==> config.mk <==
export PLATFORM = sky130hd
export DESIGN_NAME = alu_op_scheduler_flat
export DESIGN_NICKNAME = d
export VERILOG_FILES = /design/src/rtl/alu_op_scheduler_pkg.sv /design/src/rtl/alu_op_scheduler_if.sv /design/src/rtl/alu_op_scheduler_rr_arbiter2.sv /design/src/rtl/alu_op_scheduler.sv /design/src/flat_wrapper.sv
export SDC_FILE = /design/constraint.sdc
export NUM_CORES = 1
export LEC_CHECK = 0
export CAP_MARGIN = 0
export CORE_MARGIN = 2
export CORE_UTILIZATION = 36
export CTS_BUF_LIST = sky130_fd_sc_hd__clkbuf_4
export DETAILED_ROUTE_END_ITERATION = 10
export PLACE_DENSITY_LB_ADDON = 0.15
export SYNTH_ARGS = -nofsm -noshare
export SYNTH_HDL_FRONTEND = slang
export SYNTH_HIERARCHICAL = 1
export SYNTH_SLANG_ARGS = --single-unit
==> constraint.sdc <==
create_clock -name clk -period 1.9 [get_ports clk]
set_clock_uncertainty 0.2 [all_clocks]
set_input_delay 0.19 -clock clk [delete_from_list [all_inputs] [get_ports clk]]
set_output_delay 0.19 -clock clk [all_outputs]
set_load 0.01 [all_outputs]
==> src/rtl/alu_op_scheduler_pkg.sv <==
// Shared definitions for the vALU result sequencer: select width, defaults,
// FSM state encoding and the per-select latency rule.
package alu_op_scheduler_pkg;

    localparam int SEL_W        = 4;
    localparam int DEF_NUM_SEL  = 5;
    localparam int DEF_SLOW_SEL = 2;
    localparam int DEF_SLOW_LAT = 3;
    localparam int CNT_W        = 8;

    typedef enum logic [1:0] {
        ST_IDLE = 2'd0,
        ST_EXEC = 2'd1,
        ST_RESP = 2'd2
    } state_t;

    // Cycles the mux needs to settle for a given legal select code.
    function automatic logic [CNT_W-1:0] op_latency(input logic [SEL_W-1:0] op,
                                                    input int slow_sel,
                                                    input int slow_lat);
        logic [SEL_W-1:0] slow_code;
        slow_code = slow_sel[SEL_W-1:0];
        if (op == slow_code) begin
            return slow_lat[CNT_W-1:0];
        end
        return CNT_W'(1);
    endfunction

endpackage

==> src/rtl/alu_op_scheduler_if.sv <==
// Bundle of the request, ALU-side and response signals of the scheduler.
//
// Handshakes: every channel is valid/ready. A transfer happens on the rising
// edge where both valid and ready are high; the source holds valid and its
// payload stable until then, and ready may depend combinationally on valid.
interface alu_op_scheduler_if
    import alu_op_scheduler_pkg::*;
#(
    parameter int WIDTH = 32
);
    logic             req0_valid;
    logic             req0_ready;
    logic [SEL_W-1:0] req0_op;
    logic [WIDTH-1:0] req0_a;
    logic [WIDTH-1:0] req0_b;

    logic             req1_valid;
    logic             req1_ready;
    logic [SEL_W-1:0] req1_op;
    logic [WIDTH-1:0] req1_a;
    logic [WIDTH-1:0] req1_b;

    logic [WIDTH-1:0] alu_a;
    logic [WIDTH-1:0] alu_b;
    logic [SEL_W-1:0] alu_sel;
    logic [WIDTH-1:0] alu_result;

    logic             rsp_valid;
    logic             rsp_ready;
    logic             rsp_id;
    logic [WIDTH-1:0] rsp_data;
    logic             rsp_err;

    // Environment side: requesters, the ALU mux and the response consumer.
    modport master (
        output req0_valid, req0_op, req0_a, req0_b,
        output req1_valid, req1_op, req1_a, req1_b,
        output alu_result, rsp_ready,
        input  req0_ready, req1_ready,
        input  alu_a, alu_b, alu_sel,
        input  rsp_valid, rsp_id, rsp_data, rsp_err
    );

    // Scheduler side.
    modport slave (
        input  req0_valid, req0_op, req0_a, req0_b,
        input  req1_valid, req1_op, req1_a, req1_b,
        input  alu_result, rsp_ready,
        output req0_ready, req1_ready,
        output alu_a, alu_b, alu_sel,
        output rsp_valid, rsp_id, rsp_data, rsp_err
    );

endinterface

==> src/rtl/alu_op_scheduler_rr_arbiter2.sv <==
// Two-way round-robin arbiter. Grant is combinational from the request
// vector; the priority pointer moves away from the winner on accept.
module rr_arbiter2 (
    input  logic       clk,
    input  logic       reset,
    input  logic [1:0] req,
    input  logic       accept,
    output logic [1:0] grant
);

    // prio = 0 favours requester 0 when both request, prio = 1 favours 1.
    logic prio;

    // Grant the favoured requester on contention, else whoever is requesting.
    always_comb begin
        grant = 2'b00;
        if (req[0] && req[1]) begin
            grant = prio ? 2'b10 : 2'b01;
        end else begin
            grant = req;
        end
    end

    // After an accept, favour the requester that did not win.
    always_ff @(posedge clk) begin
        if (reset) begin
            prio <= 1'b0;
        end else if (accept) begin
            prio <= grant[0];
        end
    end

endmodule

==> src/rtl/alu_op_scheduler.sv <==
// Sequencer for the shared vALU result mux: arbitrates two requesters,
// drives registered select/operands, waits out the op latency and returns
// the captured result over a valid/ready response channel.
module alu_op_scheduler
    import alu_op_scheduler_pkg::*;
#(
    parameter int WIDTH    = 32,
    parameter int NUM_SEL  = DEF_NUM_SEL,
    parameter int SLOW_SEL = DEF_SLOW_SEL,
    parameter int SLOW_LAT = DEF_SLOW_LAT
) (
    input  logic                clk,
    input  logic                reset,
    alu_op_scheduler_if.slave   bus,
    output state_t              fsm_state
);

    state_t           state;
    state_t           state_next;
    logic [CNT_W-1:0] cnt;
    logic             illegal_q;
    logic             id_q;
    logic [WIDTH-1:0] alu_a_q;
    logic [WIDTH-1:0] alu_b_q;
    logic [SEL_W-1:0] alu_sel_q;
    logic [WIDTH-1:0] rsp_data_q;
    logic             rsp_err_q;

    logic [1:0]       grant;
    logic             accept;
    logic             win_id;
    logic [SEL_W-1:0] win_op;
    logic [WIDTH-1:0] win_a;
    logic [WIDTH-1:0] win_b;
    logic             win_legal;
    logic             cnt_done;

    rr_arbiter2 u_arb (
        .clk    (clk),
        .reset  (reset),
        .req    ({bus.req1_valid, bus.req0_valid}),
        .accept (accept),
        .grant  (grant)
    );

    // Request-side decode: ready only in IDLE, winner payload selection.
    always_comb begin
        accept         = (state == ST_IDLE) && (bus.req0_valid || bus.req1_valid);
        bus.req0_ready = (state == ST_IDLE) && grant[0];
        bus.req1_ready = (state == ST_IDLE) && grant[1];
        win_id         = grant[1];
        win_op         = win_id ? bus.req1_op : bus.req0_op;
        win_a          = win_id ? bus.req1_a  : bus.req0_a;
        win_b          = win_id ? bus.req1_b  : bus.req0_b;
        win_legal      = int'(win_op) < NUM_SEL;
        cnt_done       = (cnt == CNT_W'(1));
    end

    // Next-state logic. An illegal op still spends one EXEC cycle so its
    // error response appears with the same one-cycle timing as a fast op.
    always_comb begin
        state_next = state;
        case (state)
            ST_IDLE: if (accept)        state_next = ST_EXEC;
            ST_EXEC: if (cnt_done)      state_next = ST_RESP;
            ST_RESP: if (bus.rsp_ready) state_next = ST_IDLE;
            default:                    state_next = ST_IDLE;
        endcase
    end

    // State register.
    always_ff @(posedge clk) begin
        if (reset) begin
            state <= ST_IDLE;
        end else begin
            state <= state_next;
        end
    end

    // Datapath: load operands on accept, count down, capture the result.
    always_ff @(posedge clk) begin
        if (reset) begin
            cnt        <= '0;
            illegal_q  <= 1'b0;
            id_q       <= 1'b0;
            alu_a_q    <= '0;
            alu_b_q    <= '0;
            alu_sel_q  <= '0;
            rsp_data_q <= '0;
            rsp_err_q  <= 1'b0;
        end else begin
            case (state)
                ST_IDLE: begin
                    if (accept) begin
                        id_q      <= win_id;
                        illegal_q <= !win_legal;
                        if (win_legal) begin
                            cnt       <= op_latency(win_op, SLOW_SEL, SLOW_LAT);
                            alu_sel_q <= win_op;
                            alu_a_q   <= win_a;
                            alu_b_q   <= win_b;
                        end else begin
                            cnt <= CNT_W'(1);
                        end
                    end
                end
                ST_EXEC: begin
                    cnt <= cnt - CNT_W'(1);
                    if (cnt_done) begin
                        rsp_data_q <= illegal_q ? '0 : bus.alu_result;
                        rsp_err_q  <= illegal_q;
                    end
                end
                default: ;
            endcase
        end
    end

    // Output drive.
    always_comb begin
        bus.alu_a     = alu_a_q;
        bus.alu_b     = alu_b_q;
        bus.alu_sel   = alu_sel_q;
        bus.rsp_valid = (state == ST_RESP);
        bus.rsp_id    = id_q;
        bus.rsp_data  = rsp_data_q;
        bus.rsp_err   = rsp_err_q;
        fsm_state     = state;
    end

endmodule

==> src/flat_wrapper.sv <==
// flat-port wrapper written by rule: the top's interface ports become plain ports
module alu_op_scheduler_flat import alu_op_scheduler_pkg::*;
#(
    parameter int WIDTH    = 32,
    parameter int NUM_SEL  = DEF_NUM_SEL,
    parameter int SLOW_SEL = DEF_SLOW_SEL,
    parameter int SLOW_LAT = DEF_SLOW_LAT
)
  (clk, reset, fsm_state, bus_req0_valid, bus_req0_op, bus_req0_a, bus_req0_b, bus_req1_valid, bus_req1_op, bus_req1_a, bus_req1_b, bus_alu_result, bus_rsp_ready, bus_req0_ready, bus_req1_ready, bus_alu_a, bus_alu_b, bus_alu_sel, bus_rsp_valid, bus_rsp_id, bus_rsp_data, bus_rsp_err);
  alu_op_scheduler_if #(.WIDTH(WIDTH)) bus_i ();
  input  logic clk;
  input  logic reset;
  output state_t fsm_state;
  input wire logic [$bits(bus_i.req0_valid)-1:0] bus_req0_valid;
  input wire logic [$bits(bus_i.req0_op)-1:0] bus_req0_op;
  input wire logic [$bits(bus_i.req0_a)-1:0] bus_req0_a;
  input wire logic [$bits(bus_i.req0_b)-1:0] bus_req0_b;
  input wire logic [$bits(bus_i.req1_valid)-1:0] bus_req1_valid;
  input wire logic [$bits(bus_i.req1_op)-1:0] bus_req1_op;
  input wire logic [$bits(bus_i.req1_a)-1:0] bus_req1_a;
  input wire logic [$bits(bus_i.req1_b)-1:0] bus_req1_b;
  input wire logic [$bits(bus_i.alu_result)-1:0] bus_alu_result;
  input wire logic [$bits(bus_i.rsp_ready)-1:0] bus_rsp_ready;
  output wire logic [$bits(bus_i.req0_ready)-1:0] bus_req0_ready;
  output wire logic [$bits(bus_i.req1_ready)-1:0] bus_req1_ready;
  output wire logic [$bits(bus_i.alu_a)-1:0] bus_alu_a;
  output wire logic [$bits(bus_i.alu_b)-1:0] bus_alu_b;
  output wire logic [$bits(bus_i.alu_sel)-1:0] bus_alu_sel;
  output wire logic [$bits(bus_i.rsp_valid)-1:0] bus_rsp_valid;
  output wire logic [$bits(bus_i.rsp_id)-1:0] bus_rsp_id;
  output wire logic [$bits(bus_i.rsp_data)-1:0] bus_rsp_data;
  output wire logic [$bits(bus_i.rsp_err)-1:0] bus_rsp_err;
  assign bus_i.req0_valid = bus_req0_valid;
  assign bus_i.req0_op = bus_req0_op;
  assign bus_i.req0_a = bus_req0_a;
  assign bus_i.req0_b = bus_req0_b;
  assign bus_i.req1_valid = bus_req1_valid;
  assign bus_i.req1_op = bus_req1_op;
  assign bus_i.req1_a = bus_req1_a;
  assign bus_i.req1_b = bus_req1_b;
  assign bus_i.alu_result = bus_alu_result;
  assign bus_i.rsp_ready = bus_rsp_ready;
  assign bus_req0_ready = bus_i.req0_ready;
  assign bus_req1_ready = bus_i.req1_ready;
  assign bus_alu_a = bus_i.alu_a;
  assign bus_alu_b = bus_i.alu_b;
  assign bus_alu_sel = bus_i.alu_sel;
  assign bus_rsp_valid = bus_i.rsp_valid;
  assign bus_rsp_id = bus_i.rsp_id;
  assign bus_rsp_data = bus_i.rsp_data;
  assign bus_rsp_err = bus_i.rsp_err;
  alu_op_scheduler #(.WIDTH(WIDTH), .NUM_SEL(NUM_SEL), .SLOW_SEL(SLOW_SEL), .SLOW_LAT(SLOW_LAT)) u_core (.clk(clk), .reset(reset), .bus(bus_i), .fsm_state(fsm_state));
endmodule
==> summary.log <==
[hold_path] Hold Path Origin bus_alu_result[23]
[pwr] fraction of power consumed by the clock network 27.8%
[yosys] Post-Syn Nets 722
[cts] Clk Tree Root Cell clkbuf_4
[route] post-DR wirelength/cell 17.1 um
[route] antenna-violating nets left 0
[worst_setup_path] Worst Setup End Kind flop
[run_status] violations in the final reports setup timing
[grt] global-route wire length before repair 26,000 um
[worst_setup_path] CP max FO 7
[flow_run] maxcap violations 0
[pwr] switching power summed over all nets 2.15 mW
[place] post-placement cell area 8300 sq um
[timing] actual transition at the worst max-transition pin 0.620 ns
[grt] total routing usage reported by global routing 22.2%
[cts] maximum level of the CTS H-tree 4
[yosys] number of instances in the synthesized netlist 547
[cts] total clock buffers created by CTS 17
[floorplan] Die Footprint 15,000 sq um
[timing] number of endpoints failing setup at the final stage 70
[place] routability congestion estimate from global placement 0.750
[floorplan] number of I/O pins 280
[cells_and_area] final layout net count 1,023
[worst_setup_path] start point of the critical path u_core/u_arb/prio$_SDFFE_PP0P_
[worst_setup_path] startpoint of the worst register-to-register path u_core/u_arb/prio$_SDFFE_PP0P_
[timing] post-layout worst setup margin -0.180 ns
[yosys] library cell occupying the most area in the post-synthesis netlist dfxtp_1
[floorplan] core area 13,800 sq um
[grt] total global routing overflow 0
[worst_setup_path] required time of the worst setup path 2.09 ns
[cts] clock-pin slew on the worst setup and hold paths 0.10 ns
[yosys] count of state elements after synthesis 114
[timing] maximum clock rate 481 MHz
[route] First-pass DRT Iterations 4
[cells_and_area] synthesis-to-layout area growth 81.7%
[place] Post-Place Cells 993
[cts] CTS max path bufs 2
[cells_and_area] final core occ 66.5%
[pwr] leakage power total 3.77 nW
[pwr] Cell Int Power 5.06 mW
[cells_and_area] post-route design area 9200 sq um
[yosys] post-synth cell types 37
[cells_and_area] fraction of layout cells with a size suffix above 1 16.3%
[route] drt drc 0
[yosys] post-synthesis instance area 5060 sq um
[yosys] sequential cell area fraction in the yosys report 45.1%
[cts] Skew-Pair Late Insertion Delay 0.51 ns
[grt] largest net degree at the start of global routing 55
[grt] antenna violations before repair 0
[place] total of buffers placed on input and output ports 279
[cells_and_area] Layout Cells excl Fill 1,042
[worst_setup_path] launching element type of the critical path flop
[place] total half-perimeter wirelength after legalization and detailed placement 12,300 um
[floorplan] chip height 123 um
[run_status] run status finished with violations
[timing] number of pins with negative max-slew slack in the final report 0
[route] routed wire length 17,800 um
[floorplan] effective utilization at floorplan 36.6%
[timing] Final Hold Violating Endpoints 0
[pwr] share of total power in combinational logic 33.7%
[worst_setup_path] slack of the worst reg-to-reg path -0.18 ns
[pwr] Cell Pwr Density 783 nW/um^2
[route] DR vias 5,447
[timing] worst slew margin relative to its limit 58.1%
[grt] via count of the first global-routing pass 5,392
[timing] post-layout min period 2.08 ns
[yosys] top cells by area, synth dfxtp_1, mux2i_1, a21oi_1, a211oi_1, nand3b_1
[pwr] proportion of total power due to net switching 29.8%
[hold_path] worst hold-check path type input pin to flop
[floorplan] die outline width 123 um
[cts] sink count of the clock tree 114
[place] worst slack at placement -0.516 ns
[worst_setup_path] Worst Path Arrival 2.27 ns
[timing] unrepaired setup endpoints after global routing yes
[pwr] sequential share of power 38.5%
[yosys] number of warnings printed during yosys synthesis 6
[yosys] syn avg cell area 9.26 sq um
[yosys] area share of the largest cell type after synthesis 45.1%
[route] starting DRC count in detailed routing 271
[cts] clock tree from TritonCTS built
[floorplan] # rows 43
[worst_setup_path] kind of critical path flop to flop
[pwr] worst vdd ir 0.426 mV
[route] post-DR vias/cell 5.23
[timing] post-route clock period utilization 109%
layer usage:
layer	share of wire (%)	global-route usage, %	vias to the layer above	routed length [um]
met4	2.5	9.41	0	450
met2	51	40.3	244	9100
met1	38	23.4	2548	6870
met5	0	0	-	0
met3	8.0	7.16	38	1420
li1	-	-	2617	-
kinds of logic (layout without fill, tap and decap cells):
logic type,Yosys count,after routing,share of synthesized area (%)
fa+ha+maj,2,2,0.494
buf+inv,60,374,5.39
flops,114,114,45.1
other cells,0,1,0
mux,71,71,14.2
compound gates,188,188,22.6
simple gates,112,112,12.2
final timing paths:
| check | cells after the start | end |
|---|---|---|
| max reg2reg | 9 | u_core/bus.alu_b[9]$_SDFFE_PP0P_ |
| min reg2reg | 2 | u_core/bus.rsp_data[6]$_SDFFE_PP0P_ |
| min | 3 | u_core/bus.rsp_data[23]$_SDFFE_PP0P_ |
| max | 9 | u_core/bus.alu_b[9]$_SDFFE_PP0P_ |
layout make-up:
| type | count | area [sq um] |
|---|---|---|
| fill | 1101 | 4630 |
| timing repair buffer | 337 | 3640 |
| multi-input combinational | 373 | 2700 |
| sequential | 114 | 2280 |
| tap | 180 | 225 |
| clock inverter | 14 | 189 |
| clock buffer | 18 | 135 |
| inverter | 5 | 18.8 |
| antenna | 1 | 2.50 |
flip-flops by register name, indices dropped and copies added, names as in the netlist:
name                 flops
u_core/bus.rsp_data     32
u_core/bus.rsp_id        1
u_core/illegal_q         1
u_core/fsm_state         2
u_core/u_arb/prio        1
u_core/bus.alu_a        32
u_core/bus.alu_sel       4
u_core/cnt               8
u_core/bus.alu_b        32
u_core/bus.rsp_err       1
layout by cell type (no fill, tap or decap), types with 3 or more instances in the layout:
cell	n
clkdlybuf4s50_1	242
clkinv_4	3
dfxtp_1	112
clkbuf_4	18
nor3_1	4
buf_6	4
clkbuf_16	4
mux2_2	6
a21oi_1	94
nand2b_1	4
inv_1	4
nand3b_1	33
dlymetal6s2s_1	32
nand2_1	37
a211oi_1	48
a211oi_2	18
o21ai_0	6
bufinv_16	4
nand3_1	3
buf_12	15
mux2i_1	65
buf_16	3
nor2_1	12
nor2b_1	3
a21oi_2	8
clkinvlp_4	4
buf_4	31
Yosys cell counts:
master    instances
o21ai_1           1
nor3_1            5
a21boi_0          1
nor3b_2           1
dfxtp_1         114
clkbuf_1         33
nand2_1          37
a21boi_2          1
nand3b_1         33
nand2b_1          5
nor2b_1           3
and2_1            3
a211oi_1         66
a211oi_2          1
o22ai_1           2
nor4_1            1
and4_1            1
ha_1              2
buf_4             6
a31o_1            1
nor3b_1           1
mux2_2            6
nand3_1           3
nor4b_1           2
or2_1             2
buf_1             1
o21ai_0           7
nand4_1           1
buf_2            14
o31a_1            2
mux2i_1          65
o211ai_1          2
inv_1             5
nor2_1           14
buf_6             1
o21a_1            2
a21oi_1         102
worst max-delay path: stages, from the launching register on:
cell and delay [ns]:
dfxtp_2 0.34, inv_2 0.06, a21boi_4 0.05, buf_6 0.13, or2_4 0.24, a211oi_4 0.31, and2_4 0.24, buf_12 0.17
clkbuf_16 0.16, a211oi_1 0.07
power by group through the flow:
stage / clock network [mW] / logic [mW] / registers [mW]
detailed placement: 0 / 2.17 / 2.82
CTS: 2.05 / 2.34 / 2.77
global route: 2.20 / 2.60 / 2.80
finish: 2.01 / 2.43 / 2.77
floorplan: 0 / 0.895 / 2.90
global placement: 0 / 2.12 / 2.81
stage by stage:
step                total power [mW]  setup TNS [ns]  hold WS (ns)
floorplan                       3.80          -0.209         0.154
global placement                4.93          -23.75         0.239
detailed placement              4.98          -31.08         0.244
CTS                             7.16          -11.16        0.0221
global route                    7.60          -15.31       0.00431
finish                          7.21           -9.91        0.0626
repair_timing:
action / 4_1_cts / 5_1_grt
gates cloned: 5 / 5
setup buffers: 7 / 0
hold buffers: 1 / 0
endpoints found under the setup margin: 72 / 137
hold endpoints to repair: 20 / 0
resized for setup: 27 / 70
pin swaps: 11 / 26
Power figures use the tool's default switching activity.
